==> config.mk <==
export PLATFORM = sky130hd
export DESIGN_NAME = id_issue_stage
export DESIGN_NICKNAME = d
export VERILOG_FILES = /design/src/rtl/id_issue_stage.sv
export SDC_FILE = /design/constraint.sdc
export NUM_CORES = 2
export LEC_CHECK = 0
export ABC_AREA = 1
export BUFFER_PORTS_ARGS = -buffer_cell sky130_fd_sc_hd__buf_2
export CAP_MARGIN = 5
export CORE_MARGIN = 2
export CORE_UTILIZATION = 57
export CTS_BUF_LIST = sky130_fd_sc_hd__clkbuf_16
export DETAILED_ROUTE_END_ITERATION = 10
export PLACE_DENSITY = 0.88
export SLEW_MARGIN = 15
export SYNTH_ARGS = -nofsm -noshare
export SYNTH_HDL_FRONTEND = slang
export SYNTH_SLANG_ARGS = --single-unit
==> constraint.sdc <==
create_clock -name clk -period 1.6 [get_ports clk]
set_input_delay 0.48 -clock clk [delete_from_list [all_inputs] [get_ports clk]]
set_output_delay 0.48 -clock clk [all_outputs]
set_load 0.03 [all_outputs]
==> src/rtl/id_issue_stage.sv <==
// id_issue_stage -- MIPS decode/issue stage feeding the execute-stage ALU.
//
// Decodes ADDIU, ADDU, JR, LW, SW and NOP from fetch (valid/ready), reads a
// local 32x32 register file written from the write-back port (write-first
// bypass, r0 hardwired to zero), and registers the operand/control bundle in
// an ID/EX pipeline register. Load-use hazards insert LOAD_USE_BUBBLES bubbles.
//
// Ports:
//   clk, rst_n           clock (rising edge), async active-low reset
//   if_valid/if_instr    instruction from fetch; if_ready accepts it
//   wb_en/wb_addr/wb_data register file write-back
//   ex_ready             execute accepts the ID/EX register
//   ex_valid, ex_op1, ex_op2, ex_opcode, ex_ar_op, ex_shamt, ex_rd,
//   ex_wr_en, ex_mem_rd, ex_mem_wr, ex_store_data   ID/EX bundle
//   jr_taken/jr_target   one-cycle JR pulse and its rs value
//   illegal              only with DECODE_ILLEGAL_TRAP_EN: pulses when an
//                        illegal encoding is accepted (it is then not issued)
//
// Build option: define DECODE_ILLEGAL_TRAP_EN to trap illegal encodings;
// otherwise they are issued as NOP.

module id_issue_stage #(
  parameter int unsigned LOAD_USE_BUBBLES = 1
) (
  input  logic        clk,
  input  logic        rst_n,
  input  logic        if_valid,
  input  logic [31:0] if_instr,
  output logic        if_ready,
  input  logic        wb_en,
  input  logic [4:0]  wb_addr,
  input  logic [31:0] wb_data,
  input  logic        ex_ready,
  output logic        ex_valid,
  output logic [31:0] ex_op1,
  output logic [31:0] ex_op2,
  output logic [5:0]  ex_opcode,
  output logic [5:0]  ex_ar_op,
  output logic [4:0]  ex_shamt,
  output logic [4:0]  ex_rd,
  output logic        ex_wr_en,
  output logic        ex_mem_rd,
  output logic        ex_mem_wr,
  output logic [31:0] ex_store_data,
  output logic        jr_taken,
  output logic [31:0] jr_target
`ifdef DECODE_ILLEGAL_TRAP_EN
  ,
  output logic        illegal
`endif
);

  localparam logic [5:0] OP_RTYPE = 6'b000000;
  localparam logic [5:0] OP_ADDIU = 6'b001001;
  localparam logic [5:0] OP_LW    = 6'b100011;
  localparam logic [5:0] OP_SW    = 6'b101011;
  localparam logic [5:0] FN_ADDU  = 6'b100001;
  localparam logic [5:0] FN_JR    = 6'b001000;

  localparam logic [1:0] BUB_LOAD = 2'(LOAD_USE_BUBBLES - 1);

  // Instruction fields
  logic [5:0] f_opcode;
  logic [5:0] f_funct;
  logic [4:0] f_rs;
  logic [4:0] f_rt;
  logic [4:0] f_rd;

  assign f_opcode = if_instr[31:26];
  assign f_funct  = if_instr[5:0];
  assign f_rs     = if_instr[25:21];
  assign f_rt     = if_instr[20:16];
  assign f_rd     = if_instr[15:11];

  logic is_addiu, is_lw, is_sw, is_addu, is_jr;

  assign is_addiu = (f_opcode == OP_ADDIU);
  assign is_lw    = (f_opcode == OP_LW);
  assign is_sw    = (f_opcode == OP_SW);
  assign is_addu  = (f_opcode == OP_RTYPE) && (f_funct == FN_ADDU);
  assign is_jr    = (f_opcode == OP_RTYPE) && (f_funct == FN_JR);

`ifdef DECODE_ILLEGAL_TRAP_EN
  logic is_legal;
  assign is_legal = is_addiu | is_lw | is_sw | is_addu | is_jr | (if_instr == '0);
`endif

  // Register file
  logic [31:0] rf_q [32];
  logic [31:0] rf_d [32];

  always_comb begin
    for (int unsigned i = 0; i < 32; i++) begin
      rf_d[i] = rf_q[i];
    end
    if (wb_en && (wb_addr != '0)) begin
      rf_d[wb_addr] = wb_data;
    end
  end

  always_ff @(posedge clk or negedge rst_n) begin
    if (!rst_n) begin
      for (int unsigned i = 0; i < 32; i++) begin
        rf_q[i] <= '0;
      end
    end else begin
      for (int unsigned i = 0; i < 32; i++) begin
        rf_q[i] <= rf_d[i];
      end
    end
  end

  // Write-first read ports
  logic [31:0] rs_val;
  logic [31:0] rt_val;

  always_comb begin
    rs_val = '0;
    if (f_rs != '0) begin
      rs_val = (wb_en && (wb_addr == f_rs)) ? wb_data : rf_q[f_rs];
    end
    rt_val = '0;
    if (f_rt != '0) begin
      rt_val = (wb_en && (wb_addr == f_rt)) ? wb_data : rf_q[f_rt];
    end
  end

  // Decoded bundle; NOP and unrecognised encodings leave it all-zero
  logic [31:0] dec_op1, dec_op2, dec_store;
  logic [5:0]  dec_opcode, dec_ar_op;
  logic [4:0]  dec_shamt, dec_rd;
  logic        dec_wr_en, dec_mem_rd, dec_mem_wr;

  always_comb begin
    dec_op1    = '0;
    dec_op2    = '0;
    dec_store  = '0;
    dec_opcode = '0;
    dec_ar_op  = '0;
    dec_shamt  = '0;
    dec_rd     = '0;
    dec_wr_en  = 1'b0;
    dec_mem_rd = 1'b0;
    dec_mem_wr = 1'b0;
    if (is_addu || is_jr) begin
      dec_op1    = rs_val;
      dec_op2    = rt_val;
      dec_opcode = f_opcode;
      dec_ar_op  = f_funct;
      dec_shamt  = if_instr[10:6];
      dec_rd     = is_addu ? f_rd : '0;
      dec_wr_en  = is_addu;
    end else if (is_addiu || is_lw || is_sw) begin
      dec_op1    = rs_val;
      dec_op2    = {{16{if_instr[15]}}, if_instr[15:0]};
      dec_opcode = f_opcode;
      dec_shamt  = if_instr[10:6];
      dec_rd     = is_sw ? '0 : f_rt;
      dec_wr_en  = ~is_sw;
      dec_mem_rd = is_lw;
      dec_mem_wr = is_sw;
      dec_store  = is_sw ? rt_val : '0;
    end
  end

  // ID/EX register
  logic        ex_valid_q, ex_valid_d;
  logic [31:0] ex_op1_q, ex_op1_d;
  logic [31:0] ex_op2_q, ex_op2_d;
  logic [5:0]  ex_opcode_q, ex_opcode_d;
  logic [5:0]  ex_ar_op_q, ex_ar_op_d;
  logic [4:0]  ex_shamt_q, ex_shamt_d;
  logic [4:0]  ex_rd_q, ex_rd_d;
  logic        ex_wr_en_q, ex_wr_en_d;
  logic        ex_mem_rd_q, ex_mem_rd_d;
  logic        ex_mem_wr_q, ex_mem_wr_d;
  logic [31:0] ex_store_q, ex_store_d;
  logic        jr_taken_q, jr_taken_d;
  logic [31:0] jr_target_q, jr_target_d;
  logic        illegal_q, illegal_d;
  logic [1:0]  bub_cnt_q, bub_cnt_d;

  logic stall_out, hazard, transfer;

  assign stall_out = ex_valid_q & ~ex_ready;
  assign hazard    = ex_valid_q & ex_mem_rd_q & (ex_rd_q != '0) & if_valid &
                     ((ex_rd_q == f_rs) | ((is_addu | is_sw) & (ex_rd_q == f_rt)));
  // rst_n gating keeps if_ready low while reset is held
  assign if_ready  = rst_n & ~stall_out & ~hazard & (bub_cnt_q == '0);
  assign transfer  = if_valid & if_ready;

  always_comb begin
    ex_valid_d  = ex_valid_q;
    ex_op1_d    = ex_op1_q;
    ex_op2_d    = ex_op2_q;
    ex_opcode_d = ex_opcode_q;
    ex_ar_op_d  = ex_ar_op_q;
    ex_shamt_d  = ex_shamt_q;
    ex_rd_d     = ex_rd_q;
    ex_wr_en_d  = ex_wr_en_q;
    ex_mem_rd_d = ex_mem_rd_q;
    ex_mem_wr_d = ex_mem_wr_q;
    ex_store_d  = ex_store_q;
    jr_target_d = jr_target_q;
    jr_taken_d  = 1'b0;
    illegal_d   = 1'b0;
    bub_cnt_d   = bub_cnt_q;

    if (!stall_out) begin
      if (transfer) begin
`ifdef DECODE_ILLEGAL_TRAP_EN
        if (!is_legal) begin
          ex_valid_d = 1'b0;
          illegal_d  = 1'b1;
        end else begin
`else
        begin
`endif
          ex_valid_d  = 1'b1;
          ex_op1_d    = dec_op1;
          ex_op2_d    = dec_op2;
          ex_opcode_d = dec_opcode;
          ex_ar_op_d  = dec_ar_op;
          ex_shamt_d  = dec_shamt;
          ex_rd_d     = dec_rd;
          ex_wr_en_d  = dec_wr_en;
          ex_mem_rd_d = dec_mem_rd;
          ex_mem_wr_d = dec_mem_wr;
          ex_store_d  = dec_store;
          jr_taken_d  = is_jr;
          if (is_jr) begin
            jr_target_d = rs_val;
          end
        end
      end else begin
        ex_valid_d = 1'b0;
      end
    end

    // The hazard cycle itself is the first bubble; the counter covers the rest.
    if (bub_cnt_q != '0) begin
      bub_cnt_d = bub_cnt_q - 2'd1;
    end else if (hazard && ex_ready) begin
      bub_cnt_d = BUB_LOAD;
    end
  end

  always_ff @(posedge clk or negedge rst_n) begin
    if (!rst_n) begin
      ex_valid_q  <= 1'b0;
      ex_op1_q    <= '0;
      ex_op2_q    <= '0;
      ex_opcode_q <= '0;
      ex_ar_op_q  <= '0;
      ex_shamt_q  <= '0;
      ex_rd_q     <= '0;
      ex_wr_en_q  <= 1'b0;
      ex_mem_rd_q <= 1'b0;
      ex_mem_wr_q <= 1'b0;
      ex_store_q  <= '0;
      jr_taken_q  <= 1'b0;
      jr_target_q <= '0;
      illegal_q   <= 1'b0;
      bub_cnt_q   <= '0;
    end else begin
      ex_valid_q  <= ex_valid_d;
      ex_op1_q    <= ex_op1_d;
      ex_op2_q    <= ex_op2_d;
      ex_opcode_q <= ex_opcode_d;
      ex_ar_op_q  <= ex_ar_op_d;
      ex_shamt_q  <= ex_shamt_d;
      ex_rd_q     <= ex_rd_d;
      ex_wr_en_q  <= ex_wr_en_d;
      ex_mem_rd_q <= ex_mem_rd_d;
      ex_mem_wr_q <= ex_mem_wr_d;
      ex_store_q  <= ex_store_d;
      jr_taken_q  <= jr_taken_d;
      jr_target_q <= jr_target_d;
      illegal_q   <= illegal_d;
      bub_cnt_q   <= bub_cnt_d;
    end
  end

  assign ex_valid      = ex_valid_q;
  assign ex_op1        = ex_op1_q;
  assign ex_op2        = ex_op2_q;
  assign ex_opcode     = ex_opcode_q;
  assign ex_ar_op      = ex_ar_op_q;
  assign ex_shamt      = ex_shamt_q;
  assign ex_rd         = ex_rd_q;
  assign ex_wr_en      = ex_wr_en_q;
  assign ex_mem_rd     = ex_mem_rd_q;
  assign ex_mem_wr     = ex_mem_wr_q;
  assign ex_store_data = ex_store_q;
  assign jr_taken      = jr_taken_q;
  assign jr_target     = jr_target_q;

`ifdef DECODE_ILLEGAL_TRAP_EN
  assign illegal = illegal_q;
`else
  // Without the trap there is no output for this flop; it stays at zero.
  logic unused_illegal;
  assign unused_illegal = illegal_q;
`endif

endmodule
==> impl_metrics.json, run 1 <==
{
  "placed_area_um2": 72600,
  "grt_usage_pct": 55.5,
  "syn_nets": 8894,
  "yosys_warnings": 0,
  "syn_inst": 8820,
  "io_pins": 230,
  "ys_seq_area_share_pct": 46.1,
  "synth.avg_cell_area_um2": 7.27,
  "synth_ff_type": "dfrtp_1",
  "clock_sinks": 1181,
  "synth_edf_count": 0,
  "synthDistinctLibCells": 32,
  "worstEndpointType": "top-level output",
  "grt_max_degree": 88,
  "gp_congestion": 1.04,
  "die_width_um": 339,
  "stop_stage": "global routing",
  "synth-seq-cells": 1181,
  "io_buffer_count": 229,
  "async_reset_ff_share_pct": 100,
  "clockBufferDepth": 3,
  "die_height_um": 339,
  "rows": 123,
  "error": "[ERROR GRT-0232] Routing congestion too high. Check the congestion heatmap in the GUI.",
  "grt-worst-endpoint": "if_ready",
  "hpwlAfterDp_um": 170000,
  "numCtsBuffers": 117,
  "grt-ovfl-total": 14,
  "root_buffer": "clkbuf_16",
  "synth.area.top_cells": "dfrtp_1, nand2_1, o21ai_0",
  "synth_area_um2": 64100,
  "outcome": "aborted with a tool error",
  "initial_utilization_pct": 57.2,
  "antenna_found_initial": 32,
  "yosysTopAreaCell": "dfrtp_1",
  "synth_top_area_share_pct": 46.1,
  "h-tree-depth": 3
}
-- repair_timing --
item | in CTS
hold buffers | 2
endpoints found under the setup margin | 311
endpoints found under the hold margin | 2
resized for setup | 233
gates cloned | 13
setup buffers | 51
pin swaps | 8
-- logic make-up after synthesis --
logic type / count (synthesis) / synth area share, %
simple gates: 3768 / 24.6
compound gates: 2330 / 19.8
buf+inv: 1538 / 9.43
flops: 1181 / 46.1
xor+xnor: 3 / 0.0410
-- through the flow --
stage               setup WS [ns]  std cells
CTS                        -0.897      10800
detailed placement         -0.897      10500
global placement           -0.914      10500
floorplan                  -0.369       8820
-- cell usage after synthesis (24+ instances only) --
library cell and count:
a21oi_1 469, clkbuf_1 492, buf_2 190, inv_1 739
o21ai_0 1439, nand3_1 1041, nor3_1 24, o211ai_1 393
or2_2 83, dfrtp_1 1181, buf_1 97, nand2_1 2344
nor2_1 259
-- routing by layer --
metal	global-route usage [%]	overflow
met5	24.0	0
met4	49.3	9
met3	40.8	2
met2	68.7	3
met1	59.1	0
==> inputs of run 2 (changes only) <==
--- a/config.mk
+++ b/config.mk
@@ -9,10 +9,9 @@
 export BUFFER_PORTS_ARGS = -buffer_cell sky130_fd_sc_hd__buf_2
 export CAP_MARGIN = 5
 export CORE_MARGIN = 2
-export CORE_UTILIZATION = 57
-export CTS_BUF_LIST = sky130_fd_sc_hd__clkbuf_16
+export CORE_UTILIZATION = 40
 export DETAILED_ROUTE_END_ITERATION = 10
-export PLACE_DENSITY = 0.88
+export PLACE_DENSITY_LB_ADDON = 0.15
 export SLEW_MARGIN = 15
 export SYNTH_ARGS = -nofsm -noshare
 export SYNTH_HDL_FRONTEND = slang
==> constraint.sdc (replaced) <==
create_clock -name clk -period 2.1 [get_ports clk]
set_input_delay 0.63 -clock clk [delete_from_list [all_inputs] [get_ports clk]]
set_output_delay 0.63 -clock clk [all_outputs]
set_load 0.03 [all_outputs]
==> run 2 against run 1 <==
The flow now finishes, with violations (negative setup slack). Synthesized cell count stayed put. Area after synthesis stayed put.
==> impl_metrics.json, run 2 <==
{
  "outcome": "finished with violations",
  "failed_checks": "negative setup slack",
  "worstSetupEndpointType": "output pin",
  "grt-ovfl-total": 0,
  "drive_gt1_share_pct": 15.2,
  "post_synth_fa_ha_maj_area_fraction_pct": 0,
  "io_buffer_count": 229,
  "synth_top_area_share_pct": 46.1,
  "finalHoldViolations": 0,
  "synthDistinctLibCells": 32,
  "vdd.ir_drop.worst_mv": 0.881,
  "rsz0062_at_grt": "true",
  "syn_nets": 8894,
  "synth_compound_area_share_pct": 19.8,
  "core_um2": 159000,
  "wl_met2_um": 126000,
  "synth_ff_type": "dfrtp_1",
  "cp-start-kind": "flip-flop",
  "first_global_vias": 61300,
  "die_area_um2": 163000,
  "fmax_mhz": 362,
  "hpwlAfterDp_um": 194000,
  "numCtsBuffers": 142,
  "synth_xor_area_share_pct": 0.0410,
  "clock_sinks": 1181,
  "required_ns": 1.47,
  "tightest_slew_ns": 0.766,
  "top_layer": "met5",
  "yosys_warnings": 0,
  "clk-insertion-delay-late_ns": 0.84,
  "synth_area_um2": 64100,
  "synthMuxAreaShare_pct": 0,
  "synth.avg_cell_area_um2": 7.27,
  "num-nets-final": 9217,
  "setup_ws_ns": -0.665,
  "totalNegativeSetupSlack_ns": -6.62,
  "synth.area.top_cells": "dfrtp_1, nand2_1, o21ai_0",
  "clockBufferDepth": 3,
  "critPathKind": "reg -> out",
  "slew_violations": 0,
  "fin_worst_skew_ns": 0.0453,
  "wl_per_cell_um": 25.6,
  "drt_iter0_drc": 8531,
  "path_clk_slew_ns": 0.06,
  "syn_inst": 8820,
  "drc": 0,
  "fin_util_pct": 50.1,
  "async_reset_ff_share_pct": 100,
  "syn2layout_area_growth_pct": 24.0,
  "synth-seq-cells": 1181,
  "wirelength_um": 290000,
  "synth_common_cells": "nand2_1, o21ai_0, dfrtp_1, nand3_1, inv_1",
  "post-route-period-util_pct": 132,
  "synth_top_family_by_area": "simple AND/OR/NAND/NOR gates",
  "crit_path_max_fanout": 4,
  "wl_met1_um": 116000,
  "ys_seq_area_share_pct": 46.1,
  "antenna_found_initial": 13,
  "final_cell_mix": "nand2_1, o21ai_0, dfrtp_1",
  "h-tree-depth": 4,
  "fin_crit_ns": 2.76,
  "drv_cap": 0,
  "wl_met3_um": 30400,
  "initial_utilization_pct": 40.4,
  "first_pass_iters": 7,
  "hold_class": "in -> reg",
  "r2r_setup_slack_ns": -0.15,
  "fillers": 15400,
  "largest_reg_flops": 1024,
  "gp_congestion": 0.978,
  "vias": 65900,
  "grt_pass1_wl_um": 421000,
  "die_width_um": 404,
  "max_slew_margin_pct": 48.9,
  "synth-simple-area-share_pct": 24.6,
  "crit_arrival_ns": 2.13,
  "vias_per_cell": 5.82,
  "final_common_cell": "nand2_1",
  "power.leakage_nw": 38.1,
  "grt_max_degree": 127,
  "cts_tree": "built",
  "yosysTopAreaCell": "dfrtp_1",
  "root_buffer": "clkbuf_16",
  "top_register": "rf_q",
  "io_pins": 230,
  "rows": 146,
  "grt_usage_pct": 34.7,
  "synth.most_common_cell": "nand2_1",
  "hold_ws_ns": 0.0993,
  "synth_edf_count": 0,
  "p_per_area_nw_per_um2": 882,
  "final-setup-viol-count": 103,
  "die_height_um": 404,
  "ant_nets": 0
}
-- run 2: timing repair --
action	4_1_cts	5_1_grt
endpoints found under the setup margin	106	142
gates resized for setup	126	119
buffers inserted	8	16
endpoints found under the hold margin	3	0
gates cloned	0	20
pin swaps	7	11
hold buffers	2	0
-- run 2: power by group --
part           leakage (nW)  total [W]  internal (W)  switching [W]
Combinational          20.6     0.0148       0.00554        0.00923
Clock                  2.41     0.0261        0.0155         0.0106
Sequential             15.1     0.0292        0.0267        0.00254
-- run 2: area by class of cell --
cell class	instances	area, um2	area share, %
flip-flops and latches	1181	29600	37.2
well taps	2072	2590	3.26
diodes	9	22.5	0.0283
clock buffers	209	4240	5.34
repair buffers	964	10600	13.3
clock inverters	46	634	0.798
inverters	752	2870	3.61
repair inverters	1	11.3	0.0142
multi-input cells	6101	28900	36.4
-- run 2: cells by family (layout without fill, tap and decap cells) --
| logic type | count (synthesis) | after routing |
|---|---|---|
| AO/OA/AOI/OAI | 2330 | 2330 |
| XOR/XNOR | 3 | 3 |
| other | 0 | 9 |
| buffers and inverters | 1538 | 1972 |
| flip-flops | 1181 | 1181 |
| AND/OR/NAND/NOR | 3768 | 3768 |
-- run 2: worst paths after layout --
check                           depth (start not counted)           end          from
worst max-delay path                                    7      if_ready      ex_rd[0]
worst min-delay path                                    3  ex_opcode[3]  if_instr[29]
worst max register to register                         15    ex_op2[18]      ex_rd[4]
worst min register to register                          0     rf_q[999]     rf_q[999]
max in group asynchronous                               6     rf_q[952]         rst_n
min in group asynchronous                               4     rf_q[880]         rst_n
-- run 2: critical path: stages, from the launching register on --
cell and delay, ns:
dfrtp_2 0.45, inv_2 0.10, buf_4 0.12, nand3_1 0.09, nand4_1 0.09, inv_1 0.10
a21boi_4 0.20, buf_6 0.16
-- run 2: per-layer routing --
layer	vias up	global-route usage, %
met2	3756	52.7
met4	10	18.5
met3	860	7.70
met5	-	0
li1	29800	-
met1	31500	46.0
-- run 2: metrics by stage --
stage               worst slack, ns  total power [W]  cell area [um2]  cells
global route                 -0.733           0.0734            79500  11300
floorplan                   -0.0273           0.0376            64200   8820
finish                       -0.665           0.0701            79500  11300
detailed placement            -1.08           0.0436            73300  11000
CTS                          -0.699           0.0698            78600  11300
global placement              -1.09           0.0432            73300  11000
Power figures use the tool's default switching activity.
